$ cat src/rtl/spi_timing_gen.sv
// SPI master timing engine: one start request becomes a full CS/SCK frame with datapath strobes.
// Optional CS setup/hold guard states are built when SPI_CS_GUARD_EN is defined.
module spi_timing_gen #(
  parameter int unsigned MAX_WIDTH_LOG = 5,
  parameter int unsigned DIV_W         = 8,
  parameter int unsigned CS_NUM        = 4,
  parameter int unsigned GUARD_CYCLES  = 2
) (
  input  logic                       clk,
  input  logic                       rst_n,
  input  logic                       spi_start,
  input  logic                       cpol,
  input  logic                       cpha,
  input  logic [MAX_WIDTH_LOG:0]     spi_width,
  input  logic [DIV_W-1:0]           clk_div,
  input  logic [$clog2(CS_NUM)-1:0]  cs_sel,
  output logic                       sck,
  output logic [CS_NUM-1:0]          cs_n,
  output logic                       load,
  output logic                       shift_edge,
  output logic                       sample_edge,
  output logic [MAX_WIDTH_LOG:0]     bit_cnt,
  output logic                       busy,
  output logic                       spi_finish
);

  localparam int unsigned WW = MAX_WIDTH_LOG + 1;
  localparam int unsigned EW = MAX_WIDTH_LOG + 2;
  localparam int unsigned SW = $clog2(CS_NUM);

  typedef enum logic [1:0] {S_IDLE, S_SETUP, S_RUN, S_HOLD} state_t;

  state_t            state, state_nxt;
  logic              cpol_q, cpha_q;
  logic [WW-1:0]     width_q;
  logic [DIV_W-1:0]  div_q;
  logic [DIV_W-1:0]  hp_cnt, hp_cnt_d;
  logic [EW-1:0]     edge_cnt, edge_cnt_d;
  logic              sck_d, load_d, shift_d, sample_d, busy_d, finish_d;
  logic [CS_NUM-1:0] cs_n_d;
  logic [WW-1:0]     bit_cnt_d;

  logic              accept_c, wrap_c, edges_done_c, leading_c;
  logic [EW-1:0]     two_w_c, edge_nxt_c;

`ifdef SPI_CS_GUARD_EN
  localparam int unsigned GW = (GUARD_CYCLES > 1) ? $clog2(GUARD_CYCLES) : 1;
  logic [GW-1:0] g_cnt, g_cnt_d;
  logic          g_last_c;
  assign g_last_c = (g_cnt == GW'(GUARD_CYCLES - 1));
`endif

  // Requests with an illegal width or slave index are silently dropped
  assign accept_c = (state == S_IDLE) && !busy && spi_start
                    && (spi_width != '0)
                    && (32'(spi_width) <= (32'd1 << MAX_WIDTH_LOG))
                    && (32'(cs_sel) < CS_NUM);

  assign two_w_c      = {width_q, 1'b0};
  assign wrap_c       = (hp_cnt == div_q);
  assign edges_done_c = (edge_cnt == two_w_c);
  assign edge_nxt_c   = edge_cnt + EW'(1);
  assign leading_c    = ~edge_cnt[0];

  always_ff @(posedge clk or negedge rst_n) begin
    if (!rst_n) state <= S_IDLE;
    else        state <= state_nxt;
  end

  always_comb begin
    state_nxt = state;
    case (state)
      S_IDLE: if (accept_c) begin
`ifdef SPI_CS_GUARD_EN
        state_nxt = S_SETUP;
`else
        state_nxt = S_RUN;
`endif
      end
`ifdef SPI_CS_GUARD_EN
      S_SETUP: if (g_last_c) state_nxt = S_RUN;
      S_HOLD:  if (g_last_c) state_nxt = S_IDLE;
`endif
      S_RUN: if (wrap_c && edges_done_c) begin
`ifdef SPI_CS_GUARD_EN
        state_nxt = S_HOLD;
`else
        state_nxt = S_IDLE;
`endif
      end
      default: state_nxt = S_IDLE;
    endcase
  end

  // Next values for every registered output and counter
  always_comb begin
    sck_d      = sck;
    cs_n_d     = cs_n;
    load_d     = 1'b0;
    shift_d    = 1'b0;
    sample_d   = 1'b0;
    finish_d   = 1'b0;
    busy_d     = busy;
    bit_cnt_d  = bit_cnt;
    hp_cnt_d   = hp_cnt;
    edge_cnt_d = edge_cnt;
`ifdef SPI_CS_GUARD_EN
    g_cnt_d    = g_cnt;
`endif
    case (state)
      S_IDLE: begin
        sck_d = cpol;
        if (accept_c) begin
          cs_n_d     = ~(CS_NUM'(1) << cs_sel);
          busy_d     = 1'b1;
          load_d     = 1'b1;
          bit_cnt_d  = '0;
          hp_cnt_d   = '0;
          edge_cnt_d = '0;
`ifdef SPI_CS_GUARD_EN
          g_cnt_d    = '0;
`endif
        end
      end
`ifdef SPI_CS_GUARD_EN
      S_SETUP: begin
        sck_d   = cpol_q;
        g_cnt_d = g_last_c ? '0 : g_cnt + GW'(1);
      end
      S_HOLD: begin
        g_cnt_d = g_cnt + GW'(1);
        if (g_last_c) begin
          cs_n_d   = '1;
          busy_d   = 1'b0;
          finish_d = 1'b1;
        end
      end
`endif
      S_RUN: begin
        if (!wrap_c) begin
          hp_cnt_d = hp_cnt + DIV_W'(1);
        end else begin
          hp_cnt_d = '0;
          if (edges_done_c) begin
            // Final idle half-period elapsed
            sck_d = cpol_q;
`ifdef SPI_CS_GUARD_EN
            g_cnt_d  = '0;
`else
            cs_n_d   = '1;
            busy_d   = 1'b0;
            finish_d = 1'b1;
`endif
          end else begin
            sck_d      = ~sck;
            edge_cnt_d = edge_nxt_c;
            if (leading_c != cpha_q) begin
              sample_d  = 1'b1;
              bit_cnt_d = bit_cnt + WW'(1);
            end else if (cpha_q || (edge_nxt_c != two_w_c)) begin
              shift_d = 1'b1;
            end
          end
        end
      end
      default: ;
    endcase
  end

  always_ff @(posedge clk or negedge rst_n) begin
    if (!rst_n) begin
      sck         <= 1'b0;
      cs_n        <= '1;
      load        <= 1'b0;
      shift_edge  <= 1'b0;
      sample_edge <= 1'b0;
      spi_finish  <= 1'b0;
      busy        <= 1'b0;
      bit_cnt     <= '0;
      hp_cnt      <= '0;
      edge_cnt    <= '0;
      cpol_q      <= 1'b0;
      cpha_q      <= 1'b0;
      width_q     <= '0;
      div_q       <= '0;
`ifdef SPI_CS_GUARD_EN
      g_cnt       <= '0;
`endif
    end else begin
      sck         <= sck_d;
      cs_n        <= cs_n_d;
      load        <= load_d;
      shift_edge  <= shift_d;
      sample_edge <= sample_d;
      spi_finish  <= finish_d;
      busy        <= busy_d;
      bit_cnt     <= bit_cnt_d;
      hp_cnt      <= hp_cnt_d;
      edge_cnt    <= edge_cnt_d;
`ifdef SPI_CS_GUARD_EN
      g_cnt       <= g_cnt_d;
`endif
      if (accept_c) begin
        cpol_q  <= cpol;
        cpha_q  <= cpha;
        width_q <= spi_width;
        div_q   <= clk_div;
      end
    end
  end

endmodule
$ cat config.mk
export PLATFORM = sky130hd
export DESIGN_NAME = spi_timing_gen
export DESIGN_NICKNAME = d
export VERILOG_FILES = /design/src/rtl/spi_timing_gen.sv
export SDC_FILE = /design/constraint.sdc
export NUM_CORES = 1
export LEC_CHECK = 0
export BUFFER_PORTS_ARGS = -buffer_cell sky130_fd_sc_hd__clkbuf_2
export CAP_MARGIN = 5
export CORE_UTILIZATION = 45
export CTS_CLUSTER_DIAMETER = 120
export DETAILED_ROUTE_END_ITERATION = 16
export MAX_ROUTING_LAYER = met4
export PLACE_DENSITY = 0.67
export SLEW_MARGIN = 20
export SYNTH_ARGS = -nofsm -noshare
export SYNTH_HDL_FRONTEND = slang
export SYNTH_SLANG_ARGS = --single-unit
$ cat constraint.sdc
create_clock -name clk -period 2.6 [get_ports clk]
set_input_delay 0.65 -clock clk [delete_from_list [all_inputs] [get_ports clk]]
set_output_delay 0.65 -clock clk [all_outputs]
set_load 0.05 [all_outputs]
==> qor_table.md <==
| Result | Value | Unit |
| --- | --- | --- |
| Status | complete, no violations | - |
| Slew of the pin with the lowest slew margin | 0.917 | ns |
| Arrival time of data at the critical path endpoint | 2.36 | ns |
| Setup repair after global routing missed its margin | no | - |
| Gr busiest metal | met2 | - |
| Reported max-cap violation count | 0 | - |
| Number of synthesized register bits | 48 | - |
| Peak supply drop | 329 | uV |
| Pin count of the biggest net entering global routing | 49 | - |
| Die Footprint | 6040 | sq um |
| Count of non-filler cells in the finished layout | 387 | - |
| Number of top-level pins | 37 | - |
| Total Negative Setup Slacks | 0 | ns |
| NumNets Final | 338 | - |
| GRT met3 Usage | 0.0412 | - |
| Largest incremental delay on the critical path | 0.46 | ns |
| Worst hold path class | in2async | - |
| Number of gates resized after CTS | 0 | - |
| Core Footprint | 5510 | sq um |
| Area grow syn2layout | 15.0 | % |
| Horizontal die dimension | 77.7 | um |
| Pwr Total | 1.32 | mW |
| Die Y | 77.7 | um |
| Met2 Usage GRT | 0.342 | - |
| Main area contributors after synthesis | dfrtp_1 43%, nand2_1 9.9%, xor2_1 5.8%, dfstp_2 4.1%, a21oi_1 2.3% | - |
| Worst slack at placement | 0.129 | ns |
| Area share of the largest cell type after synthesis | 0.427 | - |
| Final setup violation count | 0 | - |
| First-pass GRT wire length | 9710 | um |
| Total placed cells including tap cells | 379 | - |
| Critical Path RT | 2.80 | ns |
| Summed instance area of the synthesized netlist | 2580 | sq um |
| Post-route worst hold slack | 0.440 | ns |
| Critical path startpoint category | flop | - |
| Clk root buf | clkbuf_8 | - |
| Final worst clock skew | 0.0150 | ns |
| Largest area contributor in the netlist | dfrtp_1 | - |
| Clock Latency Late Sink | 0.30 | ns |
| Vias post-DR | 2125 | - |
| H-tree depth | 2 | - |
| Main synth FF type | dfrtp_1 | - |
| Total power density per cell area | 446 | nW/um^2 |
| Synthesized area per cell | 9.31 | sq um |
| Remaining number of nets flagged by the antenna check after routing | 0 | - |
| Most used standard cells in the synthesized netlist | 68 x nand2_1, 44 x dfrtp_1, 17 x xor2_1 | - |
| Setup fix buffers added after clock tree synthesis | 0 | - |
| Count of hold buffers inserted by post-cts repair | 0 | - |
| Clock Sink Count | 48 | - |
| Routed via count divided by cell count | 5.49 | - |
| TritonCTS buffer count | 5 | - |
| Number of buffer and inverter stages on the critical path | 0 | - |
| Layout cell share with drive strength beyond 1 | 0.206 | - |
| Number of detailed-routing iterations run before antenna repair | 4 | - |
| Post-synth EDFFs | 0 | - |
| Chain of cells forming the critical path | xor2_1 -> nor4_2 -> nand2_1 -> o311a_1 -> a221o_1 | - |
| Hold Violations, Final | 0 | - |
| Fin. max-slew vios | 0 | - |
| Placed wire-length estimate after detailed placement | 3910 | um |
| Most frequently used cell type in the post-synthesis netlist | nand2_1 | - |
| CP delay by family, top | simple AND/OR/NAND/NOR gates | - |
| CTS tree | yes | - |
| Cell count after synthesis | 277 | - |
| Worst Setup Slack, final | 0.433 | ns |
| Final routed wire length divided by cell count | 14.5 | um |
| DRC violation count after routing | 0 | - |
| Port bufs | 36 | - |
| Worst setup path class | reg2reg | - |
| Nets in the synthesized netlist | 301 | - |
| Antenna violations before repair | 0 | - |
| Wire length reported by the detailed router | 5590 | um |
| Total overflow reported by the global router | 0 | - |
| Clock Pin Slew Worst Setup and Hold Paths | 0.10 | ns |
| Share of flip-flops with an asynchronous set or reset after synthesis | 1.00 | - |
| Total number of yosys warnings | 0 | - |
| Maximum root-to-sink buffer count | 2 | - |
| Diodes inserted | 0 | - |
| Maximum clock frequency | 0.462 | GHz |
| Portion of the clock cycle consumed by the worst path in the final layout | 0.833 | - |
| Final Critical Period | 2.17 | ns |
| Tightest slew margin relative to the limit | 0.389 | - |
| Initial Utilization | 0.469 | - |
| Final weighted congestion in routability-driven placement | 0.820 | - |
| Netlist cell types | 49 | - |
| Static power due to leakage | 1.39 | nW |
| FP Rows | 27 | - |
| Detailed router's first-iteration violation count | 177 | - |
| Number of global-route vias before repair | 2006 | - |
| All-layer global routing usage | 0.211 | - |
| Master of the slowest instance on the critical path | dfrtp_1 | - |
| Crit end category | flop | - |
| Sequential element share of the synthesized area | 0.468 | - |
| Max Fanout on Critical Path | 8 | - |
| Grt met1 use | 0.269 | - |
## per-layer routing
layer,up-vias,share of wire
li1,1050,-
met1,1027,0.46
met2,44,0.49
met3,4,0.033
met4,0,0.0082
met5,-,0
## worst reg2reg max path: stages (launching register included)
cell	delay [ns]
dfrtp_1	0.46
xor2_1	0.18
nor4_2	0.44
nand2_1	0.34
o311a_1	0.42
a221o_1	0.26
## cells in the final DEF (no fill, tap or decap), types with 4 or more instances in the layout
master / instances
dfstp_2: 4
o21ai_0: 4
nor3_1: 5
dfrtp_1: 44
a31oi_1: 7
a21oi_1: 12
buf_4: 8
nor2_1: 12
nand2_1: 68
inv_1: 4
xor2_1: 17
a221o_1: 5
nand4_1: 4
o211ai_1: 6
and3_1: 7
xnor2_1: 5
clkbuf_2: 36
nand2b_1: 6
nand3_1: 10
clkbuf_8: 5
## per-stage QoR
stage                     instance area [sq um]   util
after floorplan                            2580      -
after global placement                     2860  0.519
after detailed placement                   2860  0.519
after CTS                                  2970  0.539
after global routing                       2970  0.539
final                                      2970  0.539
## where the power goes
group	switching (mW)	internal [mW]	leakage, nW
Sequential	0.000605	0.747	0.587
Combinational	0.0270	0.0147	0.751
Clock	0.247	0.286	0.0552
## kinds of logic after synthesis
logic type | count (synthesis) | share of synthesized area
and+or+nand+nor | 131 | 0.248
muxes | 3 | 0.0121
xor gates and xnor gates | 22 | 0.0747
adders and majority gates | 3 | 0.0146
AOI/OAI and AO/OA | 50 | 0.148
DFF | 48 | 0.468
buffers and inverters | 20 | 0.0349
## sequential cells by signal (all words and copies together) (netlist names)
register and flops:
state 1, busy 1, sample_edge 1, shift_edge 1, hp_cnt 8, cpol_q 1
spi_finish 1, edge_cnt 7, width_q 6, sck 1, bit_cnt 6, cs_n 4
div_q 8, cpha_q 1, load 1
## cell type report
cell class              count  area (sq um)
fillers                   506          2540
multi-input cells         209          1280
inverters                   5          18.8
clock inverters             2          35.0
flip-flops and latches     48          1210
clock buffers               6          72.6
repair buffers             45           260
well taps                  72          90.1
## path summary, 6_finish.rpt
| check | startpoint | to | slack, ns | cells past startpoint |
|---|---|---|---|---|
| worst max-delay path | hp_cnt[5] | edge_cnt[6] | 0.43 | 5 |
| min in group clk | cpol_q | cpol_q | 0.50 | 2 |
| worst min-delay path | rst_n | cpha_q | 0.44 | 2 |
| max in group asynchronous | rst_n | shift_edge | 1.74 | 2 |
| worst max register to register | hp_cnt[5] | edge_cnt[6] | 0.43 | 5 |
| worst min register to register | cpol_q | cpol_q | 0.50 | 2 |
Note: power is estimated with default switching activity, not from simulation.
